--- src/rtl/spi_controller.sv ---
// Mode-0 SPI master, MSB first, one DATA_WIDTH_SPI-bit exchange per request.
// Frame: LEAD (HALF), 2*DATA_WIDTH_SPI sclk edges, a final low half-period, TRAIL (HALF), GAP (HALF).
module spi_controller #(
  parameter int CLK_FPGA       = 50_000_000,
  parameter int CLK_SPI        = 5_000_000,
  parameter int DATA_WIDTH_SPI = 8
) (
  input  logic                      clk,
  input  logic                      reset_n,
  input  logic                      enable_spi,
  input  logic [DATA_WIDTH_SPI-1:0] tx_byte,
  input  logic                      miso,
  output logic                      sclk,
  output logic                      ss,
  output logic                      mosi,
  output logic [DATA_WIDTH_SPI-1:0] rx_byte,
  output logic                      busy,
  output logic                      complete
);

  localparam int HALF = CLK_FPGA / (2 * CLK_SPI);
  localparam int CW   = (HALF > 1) ? $clog2(HALF) : 1;
  localparam int EW   = $clog2(2 * DATA_WIDTH_SPI + 1);
  localparam logic [CW-1:0] CNT_LAST  = CW'(HALF - 1);
  localparam logic [EW-1:0] EDGE_LAST = EW'(2 * DATA_WIDTH_SPI);

  typedef enum logic [2:0] {
    S_IDLE, S_LEAD, S_XFER, S_TRAIL, S_GAP
  } state_e;

  state_e                    state_q;
  logic [CW-1:0]             cnt_q;
  logic [EW-1:0]             edge_q;
  logic [DATA_WIDTH_SPI-1:0] tx_q;
  logic [DATA_WIDTH_SPI-1:0] rx_q;
  logic                      sclk_q;
  logic                      ss_q;
  logic                      mosi_q;
  logic [DATA_WIDTH_SPI-1:0] rx_byte_q;
  logic                      busy_q;
  logic                      complete_q;

  // Frame sequencer; reset_n high is the (synchronous) reset condition.
  always_ff @(posedge clk) begin
    if (reset_n) begin
      state_q    <= S_IDLE;
      cnt_q      <= '0;
      edge_q     <= '0;
      tx_q       <= '0;
      rx_q       <= '0;
      sclk_q     <= 1'b0;
      ss_q       <= 1'b1;
      mosi_q     <= 1'b0;
      rx_byte_q  <= '0;
      busy_q     <= 1'b0;
      complete_q <= 1'b0;
    end else begin
      complete_q <= 1'b0;
      case (state_q)
        S_IDLE: begin
          sclk_q <= 1'b0;
          ss_q   <= 1'b1;
          busy_q <= 1'b0;
          cnt_q  <= '0;
          edge_q <= '0;
          if (enable_spi) begin
            tx_q    <= tx_byte;
            ss_q    <= 1'b0;
            busy_q  <= 1'b1;
            mosi_q  <= tx_byte[DATA_WIDTH_SPI-1];
            state_q <= S_LEAD;
          end
        end
        S_LEAD: begin
          if (cnt_q == CNT_LAST) begin
            cnt_q   <= '0;
            sclk_q  <= 1'b1;
            rx_q    <= {rx_q[DATA_WIDTH_SPI-2:0], miso};
            edge_q  <= EW'(1);
            state_q <= S_XFER;
          end else begin
            cnt_q <= cnt_q + 1'b1;
          end
        end
        S_XFER: begin
          if (cnt_q == CNT_LAST) begin
            cnt_q <= '0;
            // After the last fall, one more low half-period elapses before TRAIL.
            if (edge_q == EDGE_LAST) begin
              state_q <= S_TRAIL;
            end else begin
              edge_q <= edge_q + 1'b1;
              sclk_q <= ~sclk_q;
              if (sclk_q) begin
                if (edge_q != EDGE_LAST - 1'b1) begin
                  tx_q   <= tx_q << 1;
                  mosi_q <= tx_q[DATA_WIDTH_SPI-2];
                end else begin
                  mosi_q <= mosi_q;
                end
              end else begin
                rx_q <= {rx_q[DATA_WIDTH_SPI-2:0], miso};
              end
            end
          end else begin
            cnt_q <= cnt_q + 1'b1;
          end
        end
        S_TRAIL: begin
          if (cnt_q == CNT_LAST) begin
            cnt_q      <= '0;
            ss_q       <= 1'b1;
            mosi_q     <= 1'b0;
            rx_byte_q  <= rx_q;
            complete_q <= 1'b1;
            state_q    <= S_GAP;
          end else begin
            cnt_q <= cnt_q + 1'b1;
          end
        end
        S_GAP: begin
          if (cnt_q == CNT_LAST) begin
            cnt_q   <= '0;
            busy_q  <= 1'b0;
            state_q <= S_IDLE;
          end else begin
            cnt_q <= cnt_q + 1'b1;
          end
        end
        default: begin
          state_q <= S_IDLE;
        end
      endcase
    end
  end

  assign sclk     = sclk_q;
  assign ss       = ss_q;
  assign mosi     = mosi_q;
  assign rx_byte  = rx_byte_q;
  assign busy     = busy_q;
  assign complete = complete_q;

endmodule

--- config.mk ---
export PLATFORM = sky130hd
export DESIGN_NAME = spi_controller
export DESIGN_NICKNAME = d
export VERILOG_FILES = /design/src/rtl/spi_controller.sv
export SDC_FILE = /design/constraint.sdc
export NUM_CORES = 1
export LEC_CHECK = 0
export CORE_UTILIZATION = 25
export CTS_BUF_LIST = sky130_fd_sc_hd__clkbuf_4
export CTS_CLUSTER_SIZE = 14
export DETAILED_ROUTE_END_ITERATION = 7
export GPL_TIMING_DRIVEN = 1
export PLACE_DENSITY = 0.43
export SLEW_MARGIN = 20
export SYNTH_ARGS = -nofsm -noshare
export SYNTH_HDL_FRONTEND = slang
export SYNTH_SLANG_ARGS = --single-unit
export TNS_END_PERCENT = 30
--- constraint.sdc ---
create_clock -name clk -period 1.9 [get_ports clk]
set_clock_uncertainty 0.05 [all_clocks]
set_input_delay 0.285 -clock clk [delete_from_list [all_inputs] [get_ports clk]]
set_output_delay 0.285 -clock clk [all_outputs]
set_load 0.01 [all_outputs]
==> flow_metrics.py <==
metrics = {
    "run_status": {
        "status": "finished, final reports clean",
    },
    "placed_design": {
        "placed_area_mm2": 0.00232,
        "routabilityCongestion": 0.804,
        "dp_hpwl_um": 2940,
        "portBuffers": 24,
        "dp_cells": 327,
        "pre_cts_ws_ns": 0.0584,
    },
    "clock_network": {
        "post_cts_resized": 0,
        "root_buffer": "clkbuf_4",
        "post_cts_buffers": 0,
        "clk_pin_slew_ns": 0.13,
        "numCtsBuffers": 5,
        "clkSinkCount": 39,
        "cts_tree": "yes",
        "ctsHtreeMaxLevel": 2,
        "clk_latency_ns": 0.36,
        "cts_hold_buf": 0,
        "clockBufferDepth": 2,
    },
    "detailed_routing": {
        "wl_per_cell_um": 12.5,
        "vias": 1512,
        "drtAntennaViolNets": 0,
        "drc": 0,
        "drt_iter0_drc": 64,
        "via_per_inst": 4.51,
        "drt-pass1-iter-count": 4,
        "wl_um": 4190,
    },
    "sta": {
        "worst_pin_slew_ns": 0.520,
        "rsz0062_at_grt": "true",
        "finalCritPeriodShare_pct": 95.6,
        "relSlewSlack_pct": 65.2,
        "final.setup.tns_ns": 0,
        "finalWorstSetupSlack_ns": 0.0828,
        "hold_viol": 0,
        "max_freq_mhz": 550,
        "final-setup-viol-count": 0,
        "finalMaxSlewViolations": 0,
        "period_minus_slack_ns": 1.82,
    },
    "min_path": {
        "worstHoldPathType": "reg2reg",
        "hold_path_depth": 2,
    },
    "yosys": {
        "synthArstFlopShare_pct": 0,
        "syn_avg_cell_area_um2": 9.39,
        "syn-num-nets": 219,
        "ys.warnings.count": 0,
        "synthCells": 202,
        "ys_seq_elements": 39,
        "synth_top_flop_cell": "dfxtp_1",
        "synth_edf_count": 0,
        "synth.distinct_cells": 46,
        "ys_seq_area_share_pct": 41.2,
        "synth_area_mm2": 0.00190,
    },
    "global_route": {
        "grt_pass1_wl_um": 7100,
        "globalRouteTotalUtil_pct": 11.5,
        "gr-total-overflow": 0,
        "antenna_found_initial": 0,
        "first_global_vias": 1420,
        "grt_max_degree": 42,
    },
    "pwr": {
        "power.total_mw": 1.46,
        "ir_drop_uv": 190,
        "pwr_density_cell_mw_per_mm2": 611,
        "p_leak_nw": 0.851,
    },
    "floorplanning": {
        "rows": 31,
        "die_area_mm2": 0.00794,
        "die_y_um": 89.1,
        "die_x_um": 89.1,
        "core_region_area_mm2": 0.00729,
        "start_util_pct": 26.0,
        "ioPinCount": 25,
    },
    "cells_and_area": {
        "syn_to_final_growth_pct": 26.3,
        "nets": 252,
        "final_area_mm2": 0.00239,
        "instances_no_fill": 335,
        "insertedDiodeCount": 0,
        "fill_cells": 778,
        "drive_gt1_share_pct": 16.1,
    },
    "worst_setup_path": {
        "r2r_slack_ns": 0.08,
        "crit_required_ns": 2.15,
        "critPathMaxFanout": 13,
        "end_kind": "flop",
        "cp.arrival_ns": 2.06,
        "r2r_cells": 8,
        "crit_type": "reg2reg",
        "crit_path_start_kind": "flop",
    },
    "run": {
        "max_cap_viol_count": 0,
    },
}
## cells in the mapped netlist, types with 3 or more instances
cell	n	area share (%)
nand2_1	6	1.2
mux2i_1	23	12
buf_6	3	1.8
nand3_1	6	1.6
o21ai_0	5	1.3
a21oi_1	11	2.9
clkbuf_1	5	0.99
a211oi_1	7	2.8
nor3_1	5	1.3
nor2_1	25	4.9
ha_1	5	3.3
dfxtp_1	39	41
buf_2	3	0.79
nand2b_1	12	4.0
inv_1	8	1.6
## stage by stage
step | hold WS (ns) | util (%)
6_report | 0.433 | 32.8
2_1_floorplan | 0.391 | -
3_5_place_dp | 0.416 | 31.8
3_3_place_gp | 0.416 | 31.8
4_1_cts | 0.436 | 32.6
5_1_grt | 0.435 | 32.8
## cell families (layout without fill, tap and decap cells)
group,Yosys count,in the layout,share of synthesized area (%)
simple gates,72,72,21.9
compound gates,40,40,14.6
flops,39,39,41.2
mux,23,23,12.1
buf+inv,21,55,5.94
fa+ha+maj,5,5,3.30
xor+xnor,2,2,0.924
## power by group
part | switching (mW) | internal [mW]
sequential | 0.0167 | 0.838
clock | 0.316 | 0.148
combinational | 0.0643 | 0.0795
## worst paths after layout
kind,start,end
worst max register to register,edge_q[0],tx_q[0]
worst min-delay path,rx_q[7],rx_q[7]
worst min register to register,rx_q[7],rx_q[7]
worst max-delay path,edge_q[0],tx_q[0]
## registers in the layout (all words and copies together), names as in the netlist
signal	cells
ss	1
sclk	1
rx_byte	8
edge_q	5
mosi	1
rx_q	8
state_q	3
tx_q	7
complete	1
cnt_q	3
busy	1
## cell type report
type / count / area (um^2) / area share, %
clock buffer: 5 / 37.5 / 1.57
clock inverter: 3 / 23.8 / 0.993
inverter: 8 / 30.0 / 1.25
multi-input combinational: 142 / 1020 / 42.5
sequential: 39 / 785 / 32.8
tap: 99 / 124 / 5.17
timing repair buffer: 39 / 378 / 15.8
## per-layer routing
layer  vias up  track usage [%]  part of all wire, %
li1        787                -                    -
met1       701             16.2                   52
met2        19             17.8                   44
met3         5             2.40                  2.4
met4         0             3.46                  1.4
met5         -                0                    0
## worst max-delay path, cell delays in order (launching register included)
cell and delay [ns]:
dfxtp_2 0.37, ha_2 0.19, and3_1 0.17, ha_2 0.18, nor2b_1 0.05, a41o_1 0.26
buf_12 0.15, o2bb2a_1 0.28, nor2_1 0.07
## cells in the final DEF, fill, tap and decap left out, types with 2 or more instances in the layout
master	n
nor3_1	5
nand2b_1	12
clkbuf_4	5
a21oi_1	11
nor2b_1	2
buf_12	2
nor3b_2	2
nor2_1	24
a211oi_1	6
clkinvlp_4	2
inv_1	8
o41ai_1	2
a31oi_1	2
nand2_1	6
and4bb_1	2
buf_4	13
o21ai_0	5
nor2_2	2
mux2i_1	23
a2bb2oi_1	2
ha_1	3
dfxtp_1	36
or3_1	2
ha_2	2
clkdlybuf4s50_1	24
dfxtp_2	3
nand3_1	6
No activity file was read; power rests on OpenSTA's default activity.
